### config.mk
export PLATFORM = sky130hd
export DESIGN_NAME = bus_arb_mux
export DESIGN_NICKNAME = d
export VERILOG_FILES = /design/src/rtl/bus_pkg.sv /design/src/rtl/rr_pick.sv /design/src/rtl/bus_arb_mux.sv
export SDC_FILE = /design/constraint.sdc
export NUM_CORES = 1
export LEC_CHECK = 0
export CAP_MARGIN = 0
export CORE_MARGIN = 2
export CORE_UTILIZATION = 33
export CTS_CLUSTER_DIAMETER = 120
export DETAILED_ROUTE_END_ITERATION = 10
export GPL_TIMING_DRIVEN = 0
export PLACE_DENSITY = 0.75
export SETUP_SLACK_MARGIN = 0.3
export SLEW_MARGIN = 40
export SYNTH_ARGS = -nofsm -noshare
export SYNTH_HDL_FRONTEND = slang
export SYNTH_SLANG_ARGS = --single-unit
### constraint.sdc
create_clock -name clk -period 3.25 [get_ports clk]
set_input_delay 0.65 -clock clk [delete_from_list [all_inputs] [get_ports clk]]
set_output_delay 0.65 -clock clk [all_outputs]
set_load 0.005 [all_outputs]
### src/rtl/bus_pkg.sv
// Shared bus constants: default widths and source indices in legacy select-line order.
package bus_pkg;

    localparam int unsigned WORD_DEF = 16;
    localparam int unsigned SRC_DEF  = 10;
    localparam int unsigned CNT_W    = 8;

    localparam int unsigned SRC_DIN = 0;
    localparam int unsigned SRC_G   = 1;
    localparam int unsigned SRC_R0  = 2;
    localparam int unsigned SRC_R1  = 3;
    localparam int unsigned SRC_R2  = 4;
    localparam int unsigned SRC_R3  = 5;
    localparam int unsigned SRC_R4  = 6;
    localparam int unsigned SRC_R5  = 7;
    localparam int unsigned SRC_R6  = 8;
    localparam int unsigned SRC_R7  = 9;

endpackage

### src/rtl/rr_pick.sv
// Combinational round-robin picker: first set request at or above ptr, wrapping.
module rr_pick #(
    parameter int unsigned SRC = 10,
    parameter int unsigned PW  = 4
) (
    input  logic [SRC-1:0] req,
    input  logic [PW-1:0]  ptr,
    output logic [SRC-1:0] pick,
    output logic [PW-1:0]  idx
);

    localparam int unsigned PW1 = PW + 1;

    logic [PW:0]   pos;
    logic [PW-1:0] sel;
    logic          found;

    always_comb begin
        pick  = '0;
        idx   = '0;
        found = 1'b0;
        pos   = '0;
        sel   = '0;
        for (int unsigned k = 0; k < SRC; k++) begin
            pos = {1'b0, ptr} + PW1'(k);
            if (pos >= PW1'(SRC)) begin
                pos = pos - PW1'(SRC);
            end
            sel = PW'(pos);
            if (!found && req[sel]) begin
                found     = 1'b1;
                idx       = sel;
                pick[sel] = 1'b1;
            end
        end
    end

endmodule

### src/rtl/bus_arb_mux.sv
// Registered bus multiplexer with grant lock, conflict reporting and optional
// round-robin arbitration of simultaneous requests (enabled by BUS_ARB_EN).
module bus_arb_mux
    import bus_pkg::*;
#(
    parameter int unsigned WORD = WORD_DEF,
    parameter int unsigned SRC  = SRC_DEF
) (
    input  logic                clk,
    input  logic                rst,
    input  logic [SRC-1:0]      req,
    input  logic                lock,
    input  logic [WORD*SRC-1:0] src_data,
    input  logic                err_clr,
    output logic [WORD-1:0]     bus,
    output logic [SRC-1:0]      grant,
    output logic                bus_vld,
    output logic                err,
    output logic [CNT_W-1:0]    err_cnt
);

    localparam int unsigned PW = (SRC > 1) ? $clog2(SRC) : 1;

    logic [WORD-1:0]  words [SRC];
    logic [PW-1:0]    ptr;
    logic [PW-1:0]    ptr_nxt;
    logic [PW-1:0]    req_idx;
    logic [PW-1:0]    held_idx;
    logic [PW-1:0]    idx_nxt;
    logic [SRC-1:0]   grant_nxt;
    logic [WORD-1:0]  bus_nxt;
    logic             vld_nxt;
    logic             hold;
    logic             multi;
    logic             conflict;

    for (genvar i = 0; i < SRC; i++) begin : g_words
        assign words[i] = src_data[WORD*i +: WORD];
    end

    // Index encoders for the incoming one-hot request and the current grant.
    always_comb begin
        req_idx  = '0;
        held_idx = '0;
        for (int unsigned i = 0; i < SRC; i++) begin
            if (req[i]) begin
                req_idx = PW'(i);
            end
            if (grant[i]) begin
                held_idx = PW'(i);
            end
        end
    end

    assign hold  = lock && (|grant) && (|(req & grant));
    assign multi = |(req & (req - SRC'(1)));

`ifdef BUS_ARB_EN
    logic [SRC-1:0] rr_grant;
    logic [PW-1:0]  rr_idx;

    rr_pick #(
        .SRC (SRC),
        .PW  (PW)
    ) u_rr_pick (
        .req  (req),
        .ptr  (ptr),
        .pick (rr_grant),
        .idx  (rr_idx)
    );
`endif

    // Selection: lock beats everything, then single request, then multi-request policy.
    always_comb begin
        grant_nxt = '0;
        idx_nxt   = '0;
        vld_nxt   = 1'b0;
        ptr_nxt   = ptr;
        conflict  = 1'b0;
        if (hold) begin
            grant_nxt = grant;
            idx_nxt   = held_idx;
            vld_nxt   = 1'b1;
        end else if (req == '0) begin
            vld_nxt = 1'b0;
        end else if (!multi) begin
            grant_nxt = req;
            idx_nxt   = req_idx;
            vld_nxt   = 1'b1;
            ptr_nxt   = (req_idx == PW'(SRC - 1)) ? '0 : req_idx + PW'(1);
        end else begin
`ifdef BUS_ARB_EN
            grant_nxt = rr_grant;
            idx_nxt   = rr_idx;
            vld_nxt   = 1'b1;
            ptr_nxt   = (rr_idx == PW'(SRC - 1)) ? '0 : rr_idx + PW'(1);
`else
            conflict  = 1'b1;
`endif
        end
        bus_nxt = vld_nxt ? words[idx_nxt] : '0;
    end

    always_ff @(posedge clk or posedge rst) begin
        if (rst) begin
            bus     <= '0;
            grant   <= '0;
            bus_vld <= 1'b0;
            ptr     <= '0;
        end else begin
            bus     <= bus_nxt;
            grant   <= grant_nxt;
            bus_vld <= vld_nxt;
            ptr     <= ptr_nxt;
        end
    end

    // Sticky flag and saturating counter; a same-cycle conflict wins over clear.
    always_ff @(posedge clk or posedge rst) begin
        if (rst) begin
            err     <= 1'b0;
            err_cnt <= '0;
        end else if (err_clr) begin
            err     <= conflict;
            err_cnt <= conflict ? CNT_W'(1) : '0;
        end else if (conflict) begin
            err <= 1'b1;
            if (err_cnt != {CNT_W{1'b1}}) begin
                err_cnt <= err_cnt + CNT_W'(1);
            end
        end
    end

endmodule

* Word level (Yosys, flattened, before mapping)
Index checks and enable logic that the tools add are counted.
** Storage, ports and cells
- Flip-flop bits (word level) :: 36
- Latch bits :: 0
- Bits in writable memories :: 0
- Bits in read-only memories :: 0
- Input bits :: 174
- Output and inout bits :: 36
- Word-level logic and storage cells :: 60
- Memories :: 0
** Cells by class
- $add $sub $neg :: 2
- $mul :: 0
- Div/mod/pow operators :: 0
- $lt $le $gt $ge :: 1
- Equal/unequal tests :: 1
- Shift-type cells :: 0
- Mux-type cells :: 39
- Bitwise operators :: 3
- Reductions and logical operators :: 9
** Operators with widths (count)
- $mux 4 :: 19
- $bmux 16 s4 :: 1
- $mux 16 :: 3
- $reduce_or 10->1 :: 3
- $mux 8 :: 3
- $and 10x10->10 :: 2
- $mux 10 :: 2
- $mux 1 :: 11
- $logic_not 10->1 :: 1
- $sub 10x1->10 const B :: 1
- $add 8x1->8 const B :: 1
- $ne 8x8->1 const B :: 1
- $ge 5x5->1 const B :: 1
- $not 4->5 :: 1
- $reduce_bool 2->1 :: 2
- $logic_and 1x1->1 :: 2
- $reduce_and 2->1 :: 1

* Longest topological paths before layout
Gate-level depths: netlist of the first run.
- Word-level depth :: 17
- Gate-level depth with buffers :: 12
- Mapped depth without buffers :: 8

* Least setup slack after synthesis of the first run
No wires, ideal clock.
- Path type :: input port to flip-flop
- Start :: in req[2]
- End :: reg bus[5]
- Data arrival time :: 2.927 ns
- Required time :: 3.118 ns
- Slack :: 0.191 ns
- Stages on the path :: 10
- Buffers on the path :: 3
- Path through :: buf_6 -> or4_4 -> maj3_2 -> o32ai_4 -> and4_1 -> buf_2 -> buf_2 -> nand3_1 -> a221oi_1 -> o32ai_2
** Between the ends
- Cells in the longest elaborated chain, start to end :: 16
** RTL lines
- start, declared :: line bus_arb_mux.sv:11 : input logic [SRC-1:0] req,
- parallel branches: the longest is 15 deep, another holds $sub 10x1->10
- $mux 16 * :: line bus_arb_mux.sv:101 : bus_nxt = vld_nxt ? words[idx_nxt] : '0;
- named net bus_nxt[5] :: line bus_arb_mux.sv:31 : logic [WORD-1:0] bus_nxt;
- end signal, assigned :: line bus_arb_mux.sv:111 : bus <= bus_nxt;
- end, declared :: line bus_arb_mux.sv:15 : output logic [WORD-1:0] bus,
Mark *: on every way through the listed nets, which the timed path passes. The select of a mux whose other input is x is not followed.
A chain may end at the register's enable or synchronous reset.

* Worst setup path in the final report of the first run
- Start :: in req[2]
- End :: reg bus[3]
Same word-level chain as after synthesis.

==> results of run 1 <==
==> stage by stage <==
stage / std cells / power, mW
2_1_floorplan: 417 / 0.572
4_1_cts: 780 / 1.17
6_report: 797 / 1.19
3_5_place_dp: 759 / 0.836
5_1_grt: 797 / 1.24
3_3_place_gp: 759 / 0.829
==> sequential cells by signal, summed over array words and instances (netlist names) <==
| signal | cells |
|---|---|
| bus_vld | 1 |
| bus | 16 |
| grant | 10 |
| err_cnt | 8 |
| err | 1 |
==> cell type report <==
| type | count | area (µm²) | share of cell area (%) |
|---|---|---|---|
| plain buffers | 34 | 365 | 5.54 |
| clock buffers | 5 | 68.8 | 1.04 |
| clock inverters | 3 | 18.8 | 0.284 |
| inverters | 5 | 20.0 | 0.303 |
| multi-input cells | 342 | 2730 | 41.4 |
| flip-flops and latches | 36 | 901 | 13.7 |
| well taps | 136 | 170 | 2.58 |
| repair buffers | 236 | 2320 | 35.2 |
==> power by group <==
part           switching, mW  internal [mW]
clock network          0.180          0.150
registers            0.00800          0.454
logic                  0.142          0.255
total                  0.331          0.859
==> how the worst max path moves through the flow <==
stage	endpoint	depth (start not counted)	slack, ns
finish	bus[3]	11	0.24
global route	bus[0]	11	0.19
CTS	bus[1]	11	0.30
detailed placement	bus[1]	12	-0.91
global placement	bus[0]	12	-0.86
floorplan	bus[10]	11	0.31
==> routing by layer <==
metal	global-route usage, %	part of all wire (%)	wire [µm]
met5	0	0	0
met4	5.68	1.4	231
met2	45.4	51	8400
met1	33.7	41	6650
met3	4.24	6.4	1040
==> repair_timing <==
action                     in CTS  in global routing
pin swaps                      25                 27
gates resized for setup        71                 53
setup endpoints to repair      22                 16
cloned                          1                  2
setup buffers                  12                 15
==> worst max-delay path, stage by stage <==
cell	delay (ns)
buf_12	0.11
or4_4	0.55
a21o_1	0.20
a2111oi_4	0.44
mux2i_4	0.14
buf_6	0.19
buf_4	0.18
nand2_1	0.14
nand3_4	0.10
a221oi_4	0.35
o32ai_2	0.12
==> cell families (layout without fill, tap and decap cells) <==
logic type / count (synthesis) / in the layout / synth area share (%)
muxes: 52 / 52 / 14.8
xor gates and xnor gates: 7 / 7 / 1.73
DFF: 36 / 36 / 25.4
AOI/OAI and AO/OA: 125 / 125 / 29.4
and+or+nand+nor: 156 / 156 / 20.0
buffers and inverters: 39 / 283 / 7.98
adders and majority gates: 2 / 2 / 0.671
==> placed cells by master (no fill, tap or decap), drive strengths merged, types with 4 or more instances in the layout <==
master / synthesis / routed
a21oi: 7 / 7
a221oi: 15 / 15
a22oi: 6 / 6
a31oi: 16 / 16
buf: 16 / 49
clkbuf: 18 / 25
clkdlybuf4s50: 0 / 198
clkinv: 0 / 4
dfrtp: 36 / 36
inv: 5 / 4
mux2i: 51 / 51
nand2: 90 / 90
nand3: 24 / 24
nor2: 16 / 16
nor3: 7 / 7
o2111a: 15 / 15
o21ai: 26 / 26
o32ai: 16 / 16
xor2: 4 / 4
==> flow_summary_export.csv, run 1 <==
group,metric,value,unit
outcome,outcome,"finished, final reports clean",
timing,hold_viol_final,0,
critical_path,cp_max_fo,10,
timing,max_freq,0.332,GHz
grt,grt_pass1_vias,4227,
route,vias,4459,
die,initial_core_util,34.2,%
timing,holdWs,0.540,ns
critical_path,rr_startpoint,"grant[4]",
clock_tree,root_buffer,"clkbuf_8",
critical_path,crit-reg2reg-capture,"bus[13]",
timing,setup_tns,0,ns
timing,finalWorstPathRequiredPeriod,3.01,ns
final_layout,final_core_util,63.6,%
grt,grt_usage,26.0,%
grt,antenna_found_initial,0,
timing,setup_viol,0,
clock_tree,hold_buffers,0,
route,initialDrtViolationCount,236,
final_layout,antenna_cells,0,
route,dr.pass1.iters,5,
final_layout,areaGrowthSynthToFinish,86.2,%
clock_tree,numCtsBuffers,5,
clock_tree,clkSinkCount,36,
synthesis,yosysMostFrequentCell,"nand2_1",
grt,grt_max_degree,37,
timing,tightest_slew,0.709,ns
critical_path,r2r_setup_slack,0.41,ns
die,die_h,108,µm
synthesis,ys_seq_area_share,25.4,%
placement,dp_hpwl,12400,µm
synthesis,synth_top_area_share,25.4,%
synthesis,synth_area_per_cell,8.50,µm²
final_layout,nets,835,
critical_path,crit_path_start,"req[2]",
timing,relSlewSlack,52.7,%
final_layout,drive_gt1_share,21.0,%
synthesis,syn-cell-area,0.00354,mm²
synthesis,syn_inst,417,
synthesis,yosysTopAreaCell,"dfrtp_1",
critical_path,critPathArrivalTime,3.18,ns
die,core-area,0.0104,mm²
synthesis,synth_edf_count,0,
min_path,worstHoldStart,"err",
grt,grt_pass1_wl,23200,µm
route,ant_nets,0,
die,rows,37,
synthesis,netlist_top_cells_area,"dfrtp_1, mux2i_1, nand2_1, o2111a_1, o32ai_1",
synthesis,synth_common_cells,"nand2_1, mux2i_1, dfrtp_1",
placement,placed_cell_area,0.00582,mm²
die,dieArea,0.0116,mm²
timing,drv_slew,0,
synthesis,ys_seq_elements,36,
route,drc,0,
clock_tree,worstSkewPairLatency,0.30,ns
synthesis,synth_ff_type,"dfrtp_1",
die,ios,210,
synthesis,synth_nets,592,
synthesis,yosysWarnings,0,
synthesis,synth_cell_types,60,
route,wl_per_cell,20.5,µm
min_path,hp-class,"flop to flop",
clock_tree,cts_tree,"done",
grt,grt_overflow,0,
clock_tree,path_clk_slew,0.08,ns
min_path,min_to,"err",
job,maxCapViolations,0,
clock_tree,clk_path_buf_depth,2,
final_layout,fill_cells,875,
timing,skew,0.0136,ns
critical_path,cp-end-kind,"flop",
timing,rsz0062_at_grt,"yes",
placement,gp_congestion,0.919,
synthesis,ys_async_sr_fraction,100,%
timing,worst_slack,0.238,ns
pwr,leakagePower,2.54,nW
die,die_w,108,µm
placement,io_buffers,206,
clock_tree,h-tree-depth,2,
placement,dp_slack,-0.905,ns
route,drt_wl_total,16300,µm
final_layout,finish.instance_area,0.00660,mm²
critical_path,crit_type,"primary input to flop",
pwr,peakVddDrop,0.000128,V
critical_path,r2r.worst_path.cells,9,
pwr,p_per_area,180,mW/mm²
critical_path,crit_required,3.42,ns
timing,min_period_over_period,92.7,%
route,viasPerCell,5.59,
min_path,min_path_cells,2,
critical_path,cp-start-kind,"primary input",
(Power assumes the default switching activity.)
==> run 2, diff against run 1 <==
--- a/config.mk
+++ b/config.mk
@@ -6,12 +6,14 @@
 export NUM_CORES = 1
 export LEC_CHECK = 0
 export CAP_MARGIN = 0
+export CELL_PAD_IN_SITES_DETAIL_PLACEMENT = 1
+export CELL_PAD_IN_SITES_GLOBAL_PLACEMENT = 1
 export CORE_MARGIN = 2
-export CORE_UTILIZATION = 33
+export CORE_UTILIZATION = 24
 export CTS_CLUSTER_DIAMETER = 120
 export DETAILED_ROUTE_END_ITERATION = 10
 export GPL_TIMING_DRIVEN = 0
-export PLACE_DENSITY = 0.75
+export PLACE_DENSITY = 0.81
 export SETUP_SLACK_MARGIN = 0.3
 export SLEW_MARGIN = 40
 export SYNTH_ARGS = -nofsm -noshare
==> constraint.sdc (replaced) <==
create_clock -name clk -period 2.6 [get_ports clk]
set_input_delay 0.52 -clock clk [delete_from_list [all_inputs] [get_ports clk]]
set_output_delay 0.52 -clock clk [all_outputs]
set_load 0.005 [all_outputs]
==> flow_summary_export.csv, run 2 (same netlist as run 1, synthesis figures left out) <==
group,metric,value,unit
route,viasPerCell,5.30,
final_layout,regArea,902,µm²
die,ios,210,
critical_path,setup.worst_path.end,"bus[1]",
final_layout,areaGrowthSynthToFinish,94.9,%
route,ant_nets,0,
critical_path,cp_max_fo,7,
final_layout,mostFrequentLayoutCells,"clkdlybuf4s50_1, nand2_1, mux2i_1",
final_layout,fin_cells,849,
timing,worst_slack,-0.340,ns
route,drc,0,
critical_path,rr_startpoint,"grant[4]",
min_path,hp-class,"primary input to flop",
placement,gp_congestion,0.907,
critical_path,crit-reg2reg-capture,"bus[1]",
timing,holdWs,0.509,ns
die,core-area,0.0145,mm²
pwr,p_per_area,249,mW/mm²
pwr,p_total,1.72,mW
timing,relSlewSlack,50.5,%
outcome,outcome,"finished with violations",
critical_path,r2r_setup_slack,-0.25,ns
final_layout,nets,838,
clock_tree,hold_buffers,0,
route,wl_per_cell,21.3,µm
timing,setup_viol,16,
final_layout,fill_cells,1630,
critical_path,crit_required,2.75,ns
critical_path,cp-end-kind,"flop",
timing,min_period_over_period,113,%
timing,skew,0.00462,ns
grt,grt_pass1_wl,27800,µm
final_layout,multi_input_area,0.00285,mm²
clock_tree,cts_tree,"done",
clock_tree,worstSkewPairLatency,0.28,ns
grt,antenna_found_initial,1,
placement,dp_cells,808,
die,dieArea,0.0158,mm²
min_path,min_path_cells,3,
grt,grt_max_degree,23,
route,drt_wl_total,18100,µm
pwr,leakagePower,2.64,nW
critical_path,critPathArrivalTime,3.09,ns
clock_tree,clkSinkCount,36,
critical_path,cp-start-kind,"primary input",
placement,io_buffers,206,
timing,rsz0062_at_grt,"yes",
die,rows,44,
die,die_h,126,µm
timing,max_freq,0.340,GHz
die,die_w,126,µm
outcome,violations,"setup timing",
final_layout,layout_commonest_cell,"clkdlybuf4s50_1",
clock_tree,numCtsBuffers,5,
final_layout,largest_reg_flops,16,
clock_tree,root_buffer,"clkbuf_16",
final_layout,drive_gt1_share,24.7,%
clock_tree,h-tree-depth,2,
route,initialDrtViolationCount,282,
critical_path,crit_path_start,"req[1]",
timing,drv_slew,0,
clock_tree,path_clk_slew,0.06,ns
pwr,peakVddDrop,0.000203,V
route,dr.pass1.iters,4,
critical_path,crit_type,"primary input to flop",
timing,hold_viol_final,0,
placement,dp_slack,-1.34,ns
grt,grt_usage,22.1,%
route,vias,4497,
timing,finalWorstPathRequiredPeriod,2.94,ns
timing,tightest_slew,0.742,ns
placement,dp_hpwl,13700,µm
job,maxCapViolations,0,
final_layout,reg_top3,"bus: 16 flops, grant: 10 flops, err_cnt: 8 flops",
clock_tree,clk_path_buf_depth,2,
critical_path,r2r.worst_path.cells,9,
final_layout,regMostFlops,"bus",
grt,grt_pass1_vias,4875,
die,initial_core_util,24.5,%
grt,grt_overflow,0,
[run 2: how the worst min path moves through the flow]
stage,to,from
detailed placement,err,err
global route,grant[1],req[1]
global placement,err,err
CTS,grant[3],req[3]
finish,grant[3],req[3]
floorplan,grant[0],grant[0]
[run 2: timing repair]
item / 4_1_cts / 5_1_grt
setup buffers: 21 / 9
hold endpoints to repair: 0 / 0
setup endpoints to repair: 36 / 30
pin swaps: 52 / 32
gates resized for setup: 108 / 42
gates cloned: 2 / 0
[run 2: metrics by stage]
step,TNS (ns),util [%],instance area (µm²)
floorplan,-2.97,-,3630
global placement,-26.57,40.9,5930
detailed placement,-28.89,41.2,5960
CTS,-3.86,46.0,6670
global route,-6.30,47.7,6910
finish,-4.74,47.7,6910
[run 2: per-layer routing]
layer,wire length [µm],vias up,GRT usage (%)
met5,0,-,0
met4,364,0,4.51
met3,800,27,2.01
met2,9250,164,39.3
met1,7710,2215,29.1
li1,-,2091,-
[run 2: power breakdown]
group          switching [mW]  leakage (nW)  internal (mW)
Combinational           0.193          2.08          0.332
Clock                   0.230        0.0701          0.382
Sequential             0.0107         0.491          0.569
Total                   0.434          2.64           1.28
[run 2: layout make-up]
class	count	share of cell area (%)
clock buffers	7	2.07
well taps	184	3.33
diodes	1	0.0362
flip-flops and latches	36	13.1
multi-input cells	342	41.2
plain buffers	34	5.49
clock inverters	1	0.109
inverters	5	0.272
repair buffers	239	34.4
[run 2: critical path: stages]
cell and delay, ns:
buf_12 0.11, or4_4 0.55, a21o_1 0.22, a2111oi_4 0.45, mux2i_4 0.17, buf_6 0.19
buf_6 0.12, a31oi_2 0.19, o21ai_2 0.10, a221oi_4 0.33, o32ai_1 0.12
==> run 3, diff against run 2 <==
==> constraint.sdc (replaced) <==
create_clock -name clk -period 2.6 [get_ports clk]
set_input_delay 0.39 -clock clk [delete_from_list [all_inputs] [get_ports clk]]
set_output_delay 0.39 -clock clk [all_outputs]
set_load 0.005 [all_outputs]
==> flow_summary_export.csv, run 3 (same netlist as run 1, synthesis figures left out) <==
group,metric,value,unit
route,dr.pass1.iters,4,
placement,dp_cells,808,
timing,relSlewSlack,51.1,%
die,ios,210,
clock_tree,root_buffer,"clkbuf_16",
min_path,min_path_cells,3,
final_layout,nets,838,
timing,setup_viol,16,
clock_tree,path_clk_slew,0.06,ns
grt,grt_pass1_wl,27700,µm
clock_tree,h-tree-depth,2,
clock_tree,worstSkewPairLatency,0.28,ns
final_layout,mostFrequentLayoutCells,"clkdlybuf4s50_1, nand2_1, mux2i_1",
timing,hold_viol_final,0,
timing,tightest_slew,0.732,ns
clock_tree,cts_tree,"done",
pwr,combPwrFrac,30.7,%
route,top_layer_used,"met4",
pwr,p_per_area,247,mW/mm²
route,drc,0,
final_layout,areaGrowthSynthToFinish,97.1,%
timing,min_period_over_period,107,%
critical_path,r2r.worst_path.cells,10,
critical_path,cp_max_fo,10,
timing,rsz0062_at_grt,"yes",
final_layout,final_core_util,48.2,%
route,ant_nets,0,
timing,holdWs,0.389,ns
pwr,peakVddDrop,0.000227,V
job,maxCapViolations,0,
route,m1WireLength,7530,µm
die,initial_core_util,24.5,%
final_layout,finish.instance_area,0.00698,mm²
critical_path,critPathArrivalTime,2.94,ns
route,wl_per_cell,21.7,µm
route,initialDrtViolationCount,246,
final_layout,drive_gt1_share,25.5,%
timing,setup_tns,-2.37,ns
placement,gp_congestion,0.841,
final_layout,reg_top3,"bus: 16 flops, grant: 10 flops, err_cnt: 8 flops",
timing,finalWorstPathRequiredPeriod,2.78,ns
pwr,netSwitchingFraction,25.4,%
placement,placed_cell_area,0.00595,mm²
pwr,p_clk_share,35.6,%
die,die_h,126,µm
die,die_w,126,µm
pwr,p_total,1.72,mW
final_layout,fin_cells,850,
grt,grt_usage,22.2,%
placement,io_buffers,206,
timing,drv_slew,0,
pwr,power_switching,0.438,mW
placement,dp_hpwl,13800,µm
route,viasPerCell,5.30,
grt,grt_max_degree,22,
placement,dp_slack,-1.19,ns
critical_path,cp-start-kind,"primary input",
die,core-area,0.0145,mm²
pwr,intPower,1.28,mW
clock_tree,clkSinkCount,36,
pwr,leakagePower,2.63,nW
grt,grt_overflow,0,
timing,max_freq,0.359,GHz
die,dieArea,0.0158,mm²
grt,antenna_found_initial,2,
timing,worst_slack,-0.185,ns
outcome,outcome,"finished with violations",
route,wl_met2,9500,µm
final_layout,layout_commonest_cell,"clkdlybuf4s50_1",
final_layout,largest_reg_flops,16,
clock_tree,hold_buffers,0,
outcome,violations,"setup timing",
timing,skew,0.00720,ns
route,vias,4501,
route,drt_wl_total,18500,µm
critical_path,crit_type,"primary input to flop",
clock_tree,numCtsBuffers,5,
die,rows,44,
final_layout,regMostFlops,"bus",
grt,grt_pass1_vias,4877,
route,met3_length,1030,µm
pwr,p_seq_share,33.7,%
critical_path,crit_required,2.76,ns
min_path,hp-class,"primary input to flop",
clock_tree,clk_path_buf_depth,2,
critical_path,cp-end-kind,"flop",
[run 3: cell count changes in the layout (fill, tap and decap cells not counted), sizes merged]
| cell | before | now |
|---|---|---|
| diode | 1 | 2 |
| buf | 53 | 51 |
| clkbuf | 26 | 27 |
| dlygate4sd2 | 1 | 2 |
[run 3: power by group through the flow]
stage	clock network (mW)	registers [mW]	logic, mW
after CTS	0.628	0.580	0.506
after global routing	0.649	0.581	0.560
after floorplan	0	0.588	0.131
after global placement	0	0.589	0.455
after detailed placement	0	0.590	0.473
final	0.613	0.580	0.529
[run 3: final cells by class]
class / count / area, µm²
Tap cell: 184 / 230
Inverter: 5 / 18.8
Fill cell: 1606 / 7500
Timing Repair Buffer: 239 / 2380
Buffer: 34 / 368
Sequential cell: 36 / 906
Multi-Input combinational cell: 342 / 2920
Antenna cell: 2 / 5.00
Clock buffer: 7 / 143
Clock inverter: 1 / 7.51
[run 3: final timing paths]
check / from / endpoint / slack (ns)
setup / recovery: req[2] / bus[8] / -0.18
hold / removal: req[3] / grant[3] / 0.39
setup reg to reg: grant[9] / bus[11] / -0.16
hold reg to reg: err / err / 0.53
max in group asynchronous: rst / grant[6] / 1.70
min in group asynchronous: rst / bus[10] / 0.44
[run 3: critical path, stage by stage]
cell      delay [ns]
buf_12          0.10
or4_4           0.55
maj3_2          0.35
o32ai_4         0.40
and4_1          0.27
buf_6           0.15
buf_8           0.14
nand3_1         0.12
a221oi_4        0.34
o32ai_2         0.12
[run 3: per-layer routing]
| metal | vias to the layer above | GRT usage [%] |
|---|---|---|
| met1 | 2219 | 27.9 |
| li1 | 2088 | - |
| met3 | 31 | 3.12 |
| met5 | - | 0 |
| met4 | 0 | 6.99 |
| met2 | 163 | 39.1 |
[run 3: what timing repair did]
action,CTS,global route
pin swaps,45,34
setup buffers,20,8
gates resized for setup,104,57
endpoints found under the setup margin,36,32
cloned,3,1
